### config.mk
export PLATFORM = sky130hd
export DESIGN_NAME = dma_priority_arbiter_flat
export DESIGN_NICKNAME = d
export VERILOG_FILES = /design/src/rtl/dma_priority_arbiter_pkg.sv /design/src/rtl/dma_priority_arbiter_if.sv /design/src/rtl/dma_priority_arbiter_encoder.sv /design/src/rtl/dma_priority_arbiter.sv /design/src/flat_wrapper.sv
export SDC_FILE = /design/constraint.sdc
export NUM_CORES = 1
export LEC_CHECK = 0
export CELL_PAD_IN_SITES_DETAIL_PLACEMENT = 1
export CELL_PAD_IN_SITES_GLOBAL_PLACEMENT = 1
export CORE_UTILIZATION = 30
export CTS_BUF_LIST = sky130_fd_sc_hd__clkbuf_4 sky130_fd_sc_hd__clkbuf_8
export CTS_CLUSTER_SIZE = 20
export DETAILED_ROUTE_END_ITERATION = 12
export GPL_TIMING_DRIVEN = 0
export HOLD_SLACK_MARGIN = 0.12
export PLACE_DENSITY = 0.73
export SLEW_MARGIN = 20
export SYNTH_ARGS = -nofsm -noshare
export SYNTH_HDL_FRONTEND = slang
export SYNTH_HIERARCHICAL = 1
export SYNTH_SLANG_ARGS = --single-unit
### constraint.sdc
create_clock -name CLK -period 3.6 [get_ports CLK]
set_input_delay 0.72 -clock CLK [delete_from_list [all_inputs] [get_ports CLK]]
set_output_delay 0.72 -clock CLK [all_outputs]
set_load 0.1 [all_outputs]
### src/rtl/dma_priority_arbiter_pkg.sv
// Shared definitions for the DMA priority arbiter.
// Holds the channel count, the bit positions of the command register
// fields, the arbiter state encoding and a one-hot helper.
package dma_priority_arbiter_pkg;

  localparam int NUM_CH = 4;
  localparam int CH_W   = 2;

  // Bit positions inside commandReg
  localparam int CMD_DISABLE    = 2;
  localparam int CMD_ROTATE     = 4;
  localparam int CMD_DREQ_SENSE = 6;
  localparam int CMD_DACK_SENSE = 7;

  typedef enum logic [1:0] {
    ST_IDLE  = 2'd0,
    ST_REQ   = 2'd1,
    ST_GRANT = 2'd2,
    ST_DONE  = 2'd3
  } arb_state_e;

  function automatic logic [NUM_CH-1:0] ch_onehot(input logic [CH_W-1:0] ch);
    return NUM_CH'(1) << ch;
  endfunction

endpackage

### src/rtl/dma_priority_arbiter_if.sv
// Handshake bundle between the arbiter and its environment.
//   slave  : arbiter side (requests/command in, HRQ/DACK/grant out)
//   master : environment side (register file, CPU hold logic, timing control)
interface dma_priority_arbiter_if;
  import dma_priority_arbiter_pkg::*;

  logic [NUM_CH-1:0] DREQ;
  logic [7:0]        commandReg;
  logic [NUM_CH-1:0] maskReg;
  logic [NUM_CH-1:0] requestReg;
  logic              HLDA;
  logic              serviceDone;
  logic              eopDone;

  logic              HRQ;
  logic [NUM_CH-1:0] DACK;
  logic [NUM_CH-1:0] VALID_DREQ;
  logic [CH_W-1:0]   activeCh;
  logic [NUM_CH-1:0] swReqClr;

  modport slave (
    input  DREQ, commandReg, maskReg, requestReg, HLDA, serviceDone, eopDone,
    output HRQ, DACK, VALID_DREQ, activeCh, swReqClr
  );

  modport master (
    output DREQ, commandReg, maskReg, requestReg, HLDA, serviceDone, eopDone,
    input  HRQ, DACK, VALID_DREQ, activeCh, swReqClr
  );
endinterface

### src/rtl/dma_priority_arbiter_encoder.sv
// Combinational rotating priority encoder.
//   req    : effective channel requests
//   rotPtr : highest-priority channel when rotating
//   rotate : 1 = rotating priority, 0 = fixed (channel 0 highest)
//   winner : selected channel (only meaningful when req != 0)
module dma_priority_encoder
  import dma_priority_arbiter_pkg::*;
(
  input  logic [NUM_CH-1:0] req,
  input  logic [CH_W-1:0]   rotPtr,
  input  logic              rotate,
  output logic [CH_W-1:0]   winner
);

  logic [CH_W-1:0] base;
  logic [CH_W-1:0] idx;

  // Walk from lowest to highest priority so the highest-priority hit
  // is the last assignment and wins.
  always_comb begin
    base   = rotate ? rotPtr : '0;
    winner = '0;
    idx    = '0;
    for (int k = NUM_CH - 1; k >= 0; k--) begin
      idx = base + CH_W'(k);
      if (req[idx]) winner = idx;
    end
  end

endmodule

### src/rtl/dma_priority_arbiter.sv
// DMA channel priority arbiter.
// Qualifies hardware/software requests, picks a channel with fixed or
// rotating priority, runs the HRQ/HLDA hold handshake and drives the
// channel acknowledge until timing control reports completion.
//   CLK, RESET : clock, asynchronous active-high reset
//   bus        : dma_priority_arbiter_if.slave (requests, command/mask,
//                HLDA, serviceDone/eopDone in; HRQ, DACK, VALID_DREQ,
//                activeCh, swReqClr out)
module dma_priority_arbiter
  import dma_priority_arbiter_pkg::*;
#(
  parameter int NUM_CH = 4  // only 4 channels are supported
) (
  input  logic                  CLK,
  input  logic                  RESET,
  dma_priority_arbiter_if.slave bus
);

  arb_state_e        state_q;
  logic [CH_W-1:0]   active_q;
  logic [CH_W-1:0]   rot_q;
  logic              hrq_q;
  logic [NUM_CH-1:0] valid_q;
  logic [NUM_CH-1:0] swclr_q;

  logic [NUM_CH-1:0] eff_req;
  logic [CH_W-1:0]   winner;
  logic              rotate;

  // Hardware requests are polarity-corrected and masked; software
  // requests bypass the mask.
  always_comb begin
    eff_req = ((bus.DREQ ^ {NUM_CH{bus.commandReg[CMD_DREQ_SENSE]}}) & ~bus.maskReg)
              | bus.requestReg;
    rotate  = bus.commandReg[CMD_ROTATE];
  end

  dma_priority_encoder u_enc (
    .req    (eff_req),
    .rotPtr (rot_q),
    .rotate (rotate),
    .winner (winner)
  );

  always_ff @(posedge CLK or posedge RESET) begin
    if (RESET) begin
      state_q  <= ST_IDLE;
      active_q <= '0;
      rot_q    <= '0;
      hrq_q    <= 1'b0;
      valid_q  <= '0;
      swclr_q  <= '0;
    end else begin
      case (state_q)
        ST_IDLE: begin
          if (!bus.commandReg[CMD_DISABLE] && (eff_req != '0)) begin
            state_q  <= ST_REQ;
            active_q <= winner;
            hrq_q    <= 1'b1;
          end
        end
        ST_REQ: begin
          if (bus.HLDA) begin
            state_q <= ST_GRANT;
            valid_q <= ch_onehot(active_q);
          end else if (!eff_req[active_q]) begin
            // Request withdrawn before the bus was granted
            state_q <= ST_IDLE;
            hrq_q   <= 1'b0;
          end
        end
        ST_GRANT: begin
          // serviceDone has precedence over a simultaneous HLDA fall
          if (bus.serviceDone) begin
            state_q <= ST_DONE;
            hrq_q   <= 1'b0;
            valid_q <= '0;
            // eopDone is only valid alongside serviceDone, so the clear
            // pulse is decided here and shown during DONE.
            if (bus.requestReg[active_q] || bus.eopDone)
              swclr_q <= ch_onehot(active_q);
          end else if (!bus.HLDA) begin
            state_q <= ST_IDLE;
            hrq_q   <= 1'b0;
            valid_q <= '0;
          end
        end
        ST_DONE: begin
          state_q <= ST_IDLE;
          swclr_q <= '0;
          if (rotate) rot_q <= active_q + CH_W'(1);
        end
        default: begin
          state_q <= ST_IDLE;
          hrq_q   <= 1'b0;
          valid_q <= '0;
          swclr_q <= '0;
        end
      endcase
      // Leaving rotating mode restarts the rotation from channel 0
      if (!rotate) rot_q <= '0;
    end
  end

  // valid_q is cleared by reset, so DACK sits at its inactive level for
  // whatever polarity commandReg currently selects.
  assign bus.DACK       = bus.commandReg[CMD_DACK_SENSE] ? valid_q : ~valid_q;
  assign bus.VALID_DREQ = valid_q;
  assign bus.HRQ        = hrq_q;
  assign bus.activeCh   = active_q;
  assign bus.swReqClr   = swclr_q;

endmodule

### src/flat_wrapper.sv
// flat-port wrapper written by rule: the top's interface ports become plain ports
module dma_priority_arbiter_flat import dma_priority_arbiter_pkg::*;
#(
  parameter int NUM_CH = 4                                  
)
  (CLK, RESET, bus_DREQ, bus_commandReg, bus_maskReg, bus_requestReg, bus_HLDA, bus_serviceDone, bus_eopDone, bus_HRQ, bus_DACK, bus_VALID_DREQ, bus_activeCh, bus_swReqClr);
  dma_priority_arbiter_if bus_i ();
  input  logic CLK;
  input  logic RESET;
  input wire logic [$bits(bus_i.DREQ)-1:0] bus_DREQ;
  input wire logic [$bits(bus_i.commandReg)-1:0] bus_commandReg;
  input wire logic [$bits(bus_i.maskReg)-1:0] bus_maskReg;
  input wire logic [$bits(bus_i.requestReg)-1:0] bus_requestReg;
  input wire logic [$bits(bus_i.HLDA)-1:0] bus_HLDA;
  input wire logic [$bits(bus_i.serviceDone)-1:0] bus_serviceDone;
  input wire logic [$bits(bus_i.eopDone)-1:0] bus_eopDone;
  output wire logic [$bits(bus_i.HRQ)-1:0] bus_HRQ;
  output wire logic [$bits(bus_i.DACK)-1:0] bus_DACK;
  output wire logic [$bits(bus_i.VALID_DREQ)-1:0] bus_VALID_DREQ;
  output wire logic [$bits(bus_i.activeCh)-1:0] bus_activeCh;
  output wire logic [$bits(bus_i.swReqClr)-1:0] bus_swReqClr;
  assign bus_i.DREQ = bus_DREQ;
  assign bus_i.commandReg = bus_commandReg;
  assign bus_i.maskReg = bus_maskReg;
  assign bus_i.requestReg = bus_requestReg;
  assign bus_i.HLDA = bus_HLDA;
  assign bus_i.serviceDone = bus_serviceDone;
  assign bus_i.eopDone = bus_eopDone;
  assign bus_HRQ = bus_i.HRQ;
  assign bus_DACK = bus_i.DACK;
  assign bus_VALID_DREQ = bus_i.VALID_DREQ;
  assign bus_activeCh = bus_i.activeCh;
  assign bus_swReqClr = bus_i.swReqClr;
  dma_priority_arbiter #(.NUM_CH(NUM_CH)) u_core (.CLK(CLK), .RESET(RESET), .bus(bus_i));
endmodule
* After elaboration in Yosys (flattened, before gate mapping)
Cells that the tools add are included.
Storage, ports and cells: input port bits 25, bits in latches 0, logic and storage cells 85, memories 0, bits in read-only memories 0, bits in registers 15, RAM bits 0
Cells by class: shifts and indexed selects 1, $mul 0, div/mod/pow operators 0, $add $sub $neg 4, magnitude comparators 5, bitwise operators 5, reductions and logical operators 13, multiplexer cells 39, equal/unequal tests 12
Operator list (count):
- $mux 2 | 12
- $mux 4 | 6
- $pmux 4 s2 | 2
- $lt 2x3->1 const B | 5
- $bmux 1 s2 | 6
- $mux 1 | 11
- $reduce_and 3->1 | 3
- $ne 2x2->1 const B | 4
- $not 4->4 | 2
- $pmux 2 s4 | 1
- $ne 2x1->1 const B | 3
- $ne 3x3->1 const B | 2
- $reduce_and 5->1 | 1
- $add 2x1->2 const B | 2
- $add 2x2->2 const B | 2
- $and 4x4->4 | 1
- $eq 2x2->1 const B | 2
- $or 4x4->4 | 1
- $reduce_bool 2->1 | 2
- $reduce_bool 4->1 | 1
- $shl 1x2->4 const A | 1
- $xor 4x4->4 | 1
- $pmux 1 s3 | 1
- $reduce_bool 3->1 | 1
- other kinds (6) | 6

* Longest topological paths before layout
Gate-level depths: netlist of the first run.
depth in word-level cells 9, depth in mapped cells 9

* By module
Netlist of the first run, hierarchy kept.
By module, submodules not included:
- dma_priority_arbiter | instances 1, seq. area each 375.4 sq um, area each 1051.0 sq um, cells each 101
- dma_priority_encoder | instances 1, seq. area each 0.0 sq um, area each 166.4 sq um, cells each 24

* Least setup slack after synthesis of the first run
OpenSTA, ideal clock, no wires.
kind reg-to-output, start point register u_core.valid_q[1] (netlist: u_core/bus.VALID_DREQ[1]), end point output port bus_DACK[1], arrival time 2502 ps, slack 378 ps, stages on the path, launching flop included 2, required time 2880 ps, path through dfrtp_1 > xnor2_1
Between the ends: word-level cells in the longest chain between the ends 2
Ends and longest elaborated chain:
- start, declared | RTL line dma_priority_arbiter.sv:23 | logic [NUM_CH-1:0] valid_q;
- start signal, assigned | RTL line dma_priority_arbiter.sv:65 | valid_q <= ch_onehot(active_q);
- $not 4->4 | RTL line dma_priority_arbiter.sv:107 | assign bus.DACK = bus.commandReg[CMD_DACK_SENSE] ? valid_q : ~valid_q;
- $mux 4 * | RTL line dma_priority_arbiter.sv:107
- end, declared | RTL line flat_wrapper.sv:18 | output wire logic [$bits(bus_i.DACK)-1:0] bus_DACK;
Every way passes the cells marked *; elsewhere a longest branch is shown, timed or not.

* Final worst setup path of the first run
start point input port bus_commandReg[7], end point output port bus_DACK[3]
Between the ends: word-level cells in the longest chain between the ends 1
Ends and longest elaborated chain:
- start, declared | RTL line flat_wrapper.sv:11 | input wire logic [$bits(bus_i.commandReg)-1:0] bus_commandReg;
- $mux 4 | RTL line dma_priority_arbiter.sv:107
No other way between the ends.

==> flow_summary.toml, run 1 <==
[final_layout]
syn_to_final_growth_pct = 35.3
final_nets = 195
final_common_cell = "clkdlybuf4s50_1"
drive_above_1_share = 0.137
design_area_um2 = 1650
final_cell_mix = "clkdlybuf4s50_1, dfrtp_1, a22o_1"
antennaDiodeCount = 0
stdcell_count = 209
post-route-util = 0.437

[timing]
setup-tns-final_ps = 0
final_max_slew_viol_count = 0
fin_ws_ps = 628
max_slew.worst_pin.slew_ps = 981
max_slew_margin = 0.344
finClkSkew_ps = 1.17
finalCritPeriodShare = 0.825
rsz0062_at_grt = "no"
finalSetupViolations = 0
hold_violations = 0
period_needed_ps = 2970
holdWs_ps = 504
fmax_mhz = 337

[worst_hold_path]
hold_path.class = "reg -> reg"
holdPathEnd = "u_core/bus.HRQ"
hp-start = "u_core/bus.HRQ"
holdPathStages = 2

[clock_tree]
cts-root-buf = "clkbuf_8"
path_clk_slew_ps = 60
cts_sinks = 15
clkLatencyLatePin_ps = 240
cts-resized-gates = 0
holdBufCountCts = 0
tritoncts = "done"
cts_post_setup_buffers_inserted = 0
clockBufferDepth = 2
cts_made_buffers = 3
htree_levels = 1

[critical_path]
worstReg2RegEnd = "u_core/bus.HRQ"
cp.required_ps = 2880
crit_path_end_kind = "primary output"
critPathArrivalTime_ps = 2250
r2r_start = "u_core/state_q[0]"
reg2reg_slack_ps = 1650
critPathLaunchType = "input port"
reg2regPathDepth = 8
setup.worst_path.class = "in -> out"
cp_max_fo = 4

[pwr]
cellPowerDensity_nw_per_um2 = 898
leakage_nw = 0.678
report.power.total_mw = 1.48
irDropWorstVdd_uv = 303

[drt]
drt_iter0_markers = 18
vias = 1133
firstDrtPassIters = 4
routed_wl_um = 3320
ant_nets = 0
wire_per_inst_um = 15.9
vias_per_cell = 5.42
drcViolationCount = 0

[global_route]
grt_pass1_wl_um = 5600
grt_start_max_net_pins = 16
track_usage = 0.168
grt_pass1_vias = 1200
antenna_found_initial = 0
grt-ovfl-total = 0

[placed_design]
post-place-ws_ps = 601
dp_hpwl_um = 2670
gp_congestion = 0.836
dp.cells = 205
placed_area_um2 = 1600
io_buffer_count = 32

[logic_synthesis]
synth_edf_count = 0
avgSynthCellArea_um2 = 9.74
synth_seq_cells = 15
synth.top_cell.area_share = 0.308
yosys-top-cells-area = "dfrtp_1, a22o_1, ha_1, xnor2_1, inv_1"
ys_warn_count = 6
netlist_instances = 125
postSynth.asyncResetShare = 1.00
yosysTopAreaCell = "dfrtp_1"
ys_seq_area_frac = 0.308
syn-cell-area_um2 = 1220
synth_fp_nets = 158
synthDistinctLibCells = 42
synthFlopType = "dfrtp_1"

[floorplanning]
fp.dieArea_um2 = 4320
fp.dieH_um = 65.7
dieWidth_um = 65.7
core_um2 = 3770
io_pins = 40
rows = 22
initial_core_util = 0.323

[outcome]
status = "finished, final reports clean"

[flow_run]
max-cap-violations = 0
per-layer routing:
metal / routed length (µm) / global-route usage
met4: 48 / 0.0761
met1: 1390 / 0.185
met3: 143 / 0.0104
met2: 1740 / 0.324
met5: 0 / 0
how the worst max path moves through the flow:
stage                                   startpoint           to  slack, ps  cells after the start
final                            bus_commandReg[7]  bus_DACK[3]        630                      3
after global routing             bus_commandReg[7]  bus_DACK[3]        550                      3
after CTS                        bus_commandReg[7]  bus_DACK[3]        600                      3
after detailed placement         bus_commandReg[7]  bus_DACK[3]        600                      3
after global placement           bus_commandReg[7]  bus_DACK[0]        660                      3
after floorplan           u_core/bus.VALID_DREQ[1]  bus_DACK[1]        380                      1
kinds of logic after synthesis:
logic type | Yosys count | synth area share
xor gates and xnor gates | 9 | 0.0771
adders and majority gates | 8 | 0.0822
muxes | 4 | 0.0432
DFF | 15 | 0.308
and+or+nand+nor | 25 | 0.0956
buffers and inverters | 15 | 0.0586
AOI/OAI and AO/OA | 49 | 0.335
synthesized netlist by cell type (2+ instances only):
library cell and count:
o2111ai_1 2, ha_1 8, inv_1 9, nand2b_1 2, nand3_1 3, nand2_1 6, buf_4 2, a22o_1 13
nor2_1 8, nor2b_1 3, o21ai_0 4, o21ai_1 6, clkbuf_1 2, mux2i_1 3, dfrtp_1 15, a21oi_1 3
xnor2_1 6, o21bai_2 3, xnor2_2 2, o22a_1 3
flip-flops by register name, indices dropped and copies added, names as in the netlist:
name / count
u_core/bus.VALID_DREQ: 4
u_core/bus.HRQ: 1
u_core/bus.activeCh: 2
u_core/bus.swReqClr: 4
u_core/state_q: 2
u_core/rot_q: 2
critical path, cell delays in order:
cell and delay (ps):
clkbuf_1 210, xnor2_1 160, clkdlybuf4s50_1 1150
where the power goes:
part	internal [mW]	leakage (nW)	switching, mW
sequential	0.228	0.199	0.0700
combinational	0.311	0.453	0.726
clock	0.0858	0.0262	0.0584
total	0.625	0.678	0.855
area by class of cell:
type,instances,area (µm²)
clock buffer,4,48.8
timing repair buffer,32,320
fill,433,2120
inverter,10,37.5
tap,48,60.1
buffer,5,33.8
sequential,15,375
multi-input combinational,95,771
Power figures use the tool's default switching activity.
==> inputs of run 2 (changes only) <==
==> constraint.sdc (replaced) <==
create_clock -name CLK -period 2.9 [get_ports CLK]
set_input_delay 0.58 -clock CLK [delete_from_list [all_inputs] [get_ports CLK]]
set_output_delay 0.58 -clock CLK [all_outputs]
set_load 0.1 [all_outputs]
==> flow_summary.toml, run 2 (synthesized netlist as in run 1, its figures left out) <==
[outcome]
status = "finished, final reports clean"

[global_route]
grt_pass1_vias = 1254
grt-ovfl-total = 0
antenna_found_initial = 0
grt_start_max_net_pins = 16
track_usage = 0.175
grt_pass1_wl_um = 5720

[drt]
ant_nets = 0
vias_per_cell = 5.44
firstDrtPassIters = 4
drcViolationCount = 0
drt_iter0_markers = 35
vias = 1138
routed_wl_um = 3340
wire_per_inst_um = 16.0

[placed_design]
placed_area_um2 = 1630
dp_hpwl_um = 2730
gp_congestion = 0.827
io_buffer_count = 32

[final_layout]
fillerInstances = 429
area.sequential_um2 = 375
syn_to_final_growth_pct = 37.7
final_nets = 195
design_area_um2 = 1680
multiInputGateArea_um2 = 801
drive_above_1_share = 0.161
post-route-util = 0.445
antennaDiodeCount = 0
final_cell_mix = "clkdlybuf4s50_1, dfrtp_1, a22o_1"
final_common_cell = "clkdlybuf4s50_1"

[floorplanning]
dieWidth_um = 65.7
fp.dieH_um = 65.7
io_pins = 40
rows = 22
core_um2 = 3770
fp.dieArea_um2 = 4320
initial_core_util = 0.323

[pwr]
netSwitchingFraction = 0.575
p_comb_frac = 0.700
leakage_nw = 0.698
irDropWorstVdd_uv = 345
cellInternalPower_uw = 787
power_switching_mw = 1.07
p_clk_frac = 0.096
report.power.total_mw = 1.85
p_seq_frac = 0.204
cellPowerDensity_nw_per_um2 = 1110

[critical_path]
crit_path_end_kind = "primary output"
r2r_start = "u_core/bus.activeCh[0]"
setup.worst_path.class = "in -> out"
critPathArrivalTime_ps = 2240
reg2reg_slack_ps = 1000
critPathLaunchType = "input port"
cp.required_ps = 2320
worstReg2RegEnd = "u_core/bus.swReqClr[1]"
cp_max_fo = 4
reg2regPathDepth = 4

[timing]
max_slew_margin = 0.346
finalCritPeriodShare = 0.972
holdWs_ps = 497
period_needed_ps = 2820
hold_violations = 0
setup-tns-final_ps = 0
rsz0062_at_grt = "no"
finalSetupViolations = 0
final_max_slew_viol_count = 0
finClkSkew_ps = 2.58
fmax_mhz = 355
max_slew.worst_pin.slew_ps = 978

[clock_tree]
htree_levels = 1
holdBufCountCts = 0
cts-root-buf = "clkbuf_8"
clkLatencyLatePin_ps = 250
cts_post_setup_buffers_inserted = 0
tritoncts = "done"
cts_made_buffers = 3
cts-resized-gates = 0
clockBufferDepth = 2
path_clk_slew_ps = 60
cts_sinks = 15

[worst_hold_path]
hold_path.class = "reg -> reg"
hp-start = "u_core/bus.HRQ"
holdPathStages = 2
holdPathEnd = "u_core/bus.HRQ"

[flow_run]
max-cap-violations = 0
==> run 2: cell counts in the layout (fill, tap and decap cells not counted) <==
Identical to the previous run, type by type.
==> run 2: critical path: stages <==
cell and delay (ps):
clkbuf_1 350, xnor2_2 160, clkdlybuf4s50_1 1140
==> run 2: through the flow <==
step | std cells | setup WS, ps
final | 209 | 82.3
after global routing | 209 | 8.32
after CTS | 209 | 67.8
after detailed placement | 205 | 67.8
after global placement | 205 | 104
after floorplan | 125 | 459
==> run 2: layout make-up <==
class | instances | area share
multi-input combinational | 95 | 0.478
sequential | 15 | 0.224
timing repair buffer | 32 | 0.191
tap | 48 | 0.0358
clock buffer | 4 | 0.0291
inverter | 10 | 0.0224
buffer | 5 | 0.0201
==> run 2: worst max-delay path by stage <==
stage	cells past startpoint	slack, ps	end	start
after floorplan	1	460	bus_DACK[1]	u_core/bus.VALID_DREQ[1]
after global placement	3	100	bus_DACK[3]	bus_commandReg[7]
after detailed placement	3	70	bus_DACK[3]	bus_commandReg[7]
after CTS	3	70	bus_DACK[3]	bus_commandReg[7]
after global routing	3	8	bus_DACK[3]	bus_commandReg[7]
final	3	80	bus_DACK[3]	bus_commandReg[7]
==> run 2: layer usage <==
metal  global-route usage  up-vias  part of all wire
met5                    0        -                 0
met4               0.0842        0             0.017
met3               0.0156        5             0.041
met2                0.323       40              0.53
met1                0.199      553              0.41
li1                     -      540                 -
==> run 2: power by group through the flow <==
stage                     logic (mW)  clock network, mW  registers (mW)
final                           1.30              0.179           0.378
after global routing            1.38              0.193           0.392
after CTS                       1.30              0.184           0.379
after detailed placement        1.30                  0           0.382
after global placement          1.27                  0           0.373
after floorplan                0.625                  0           0.742
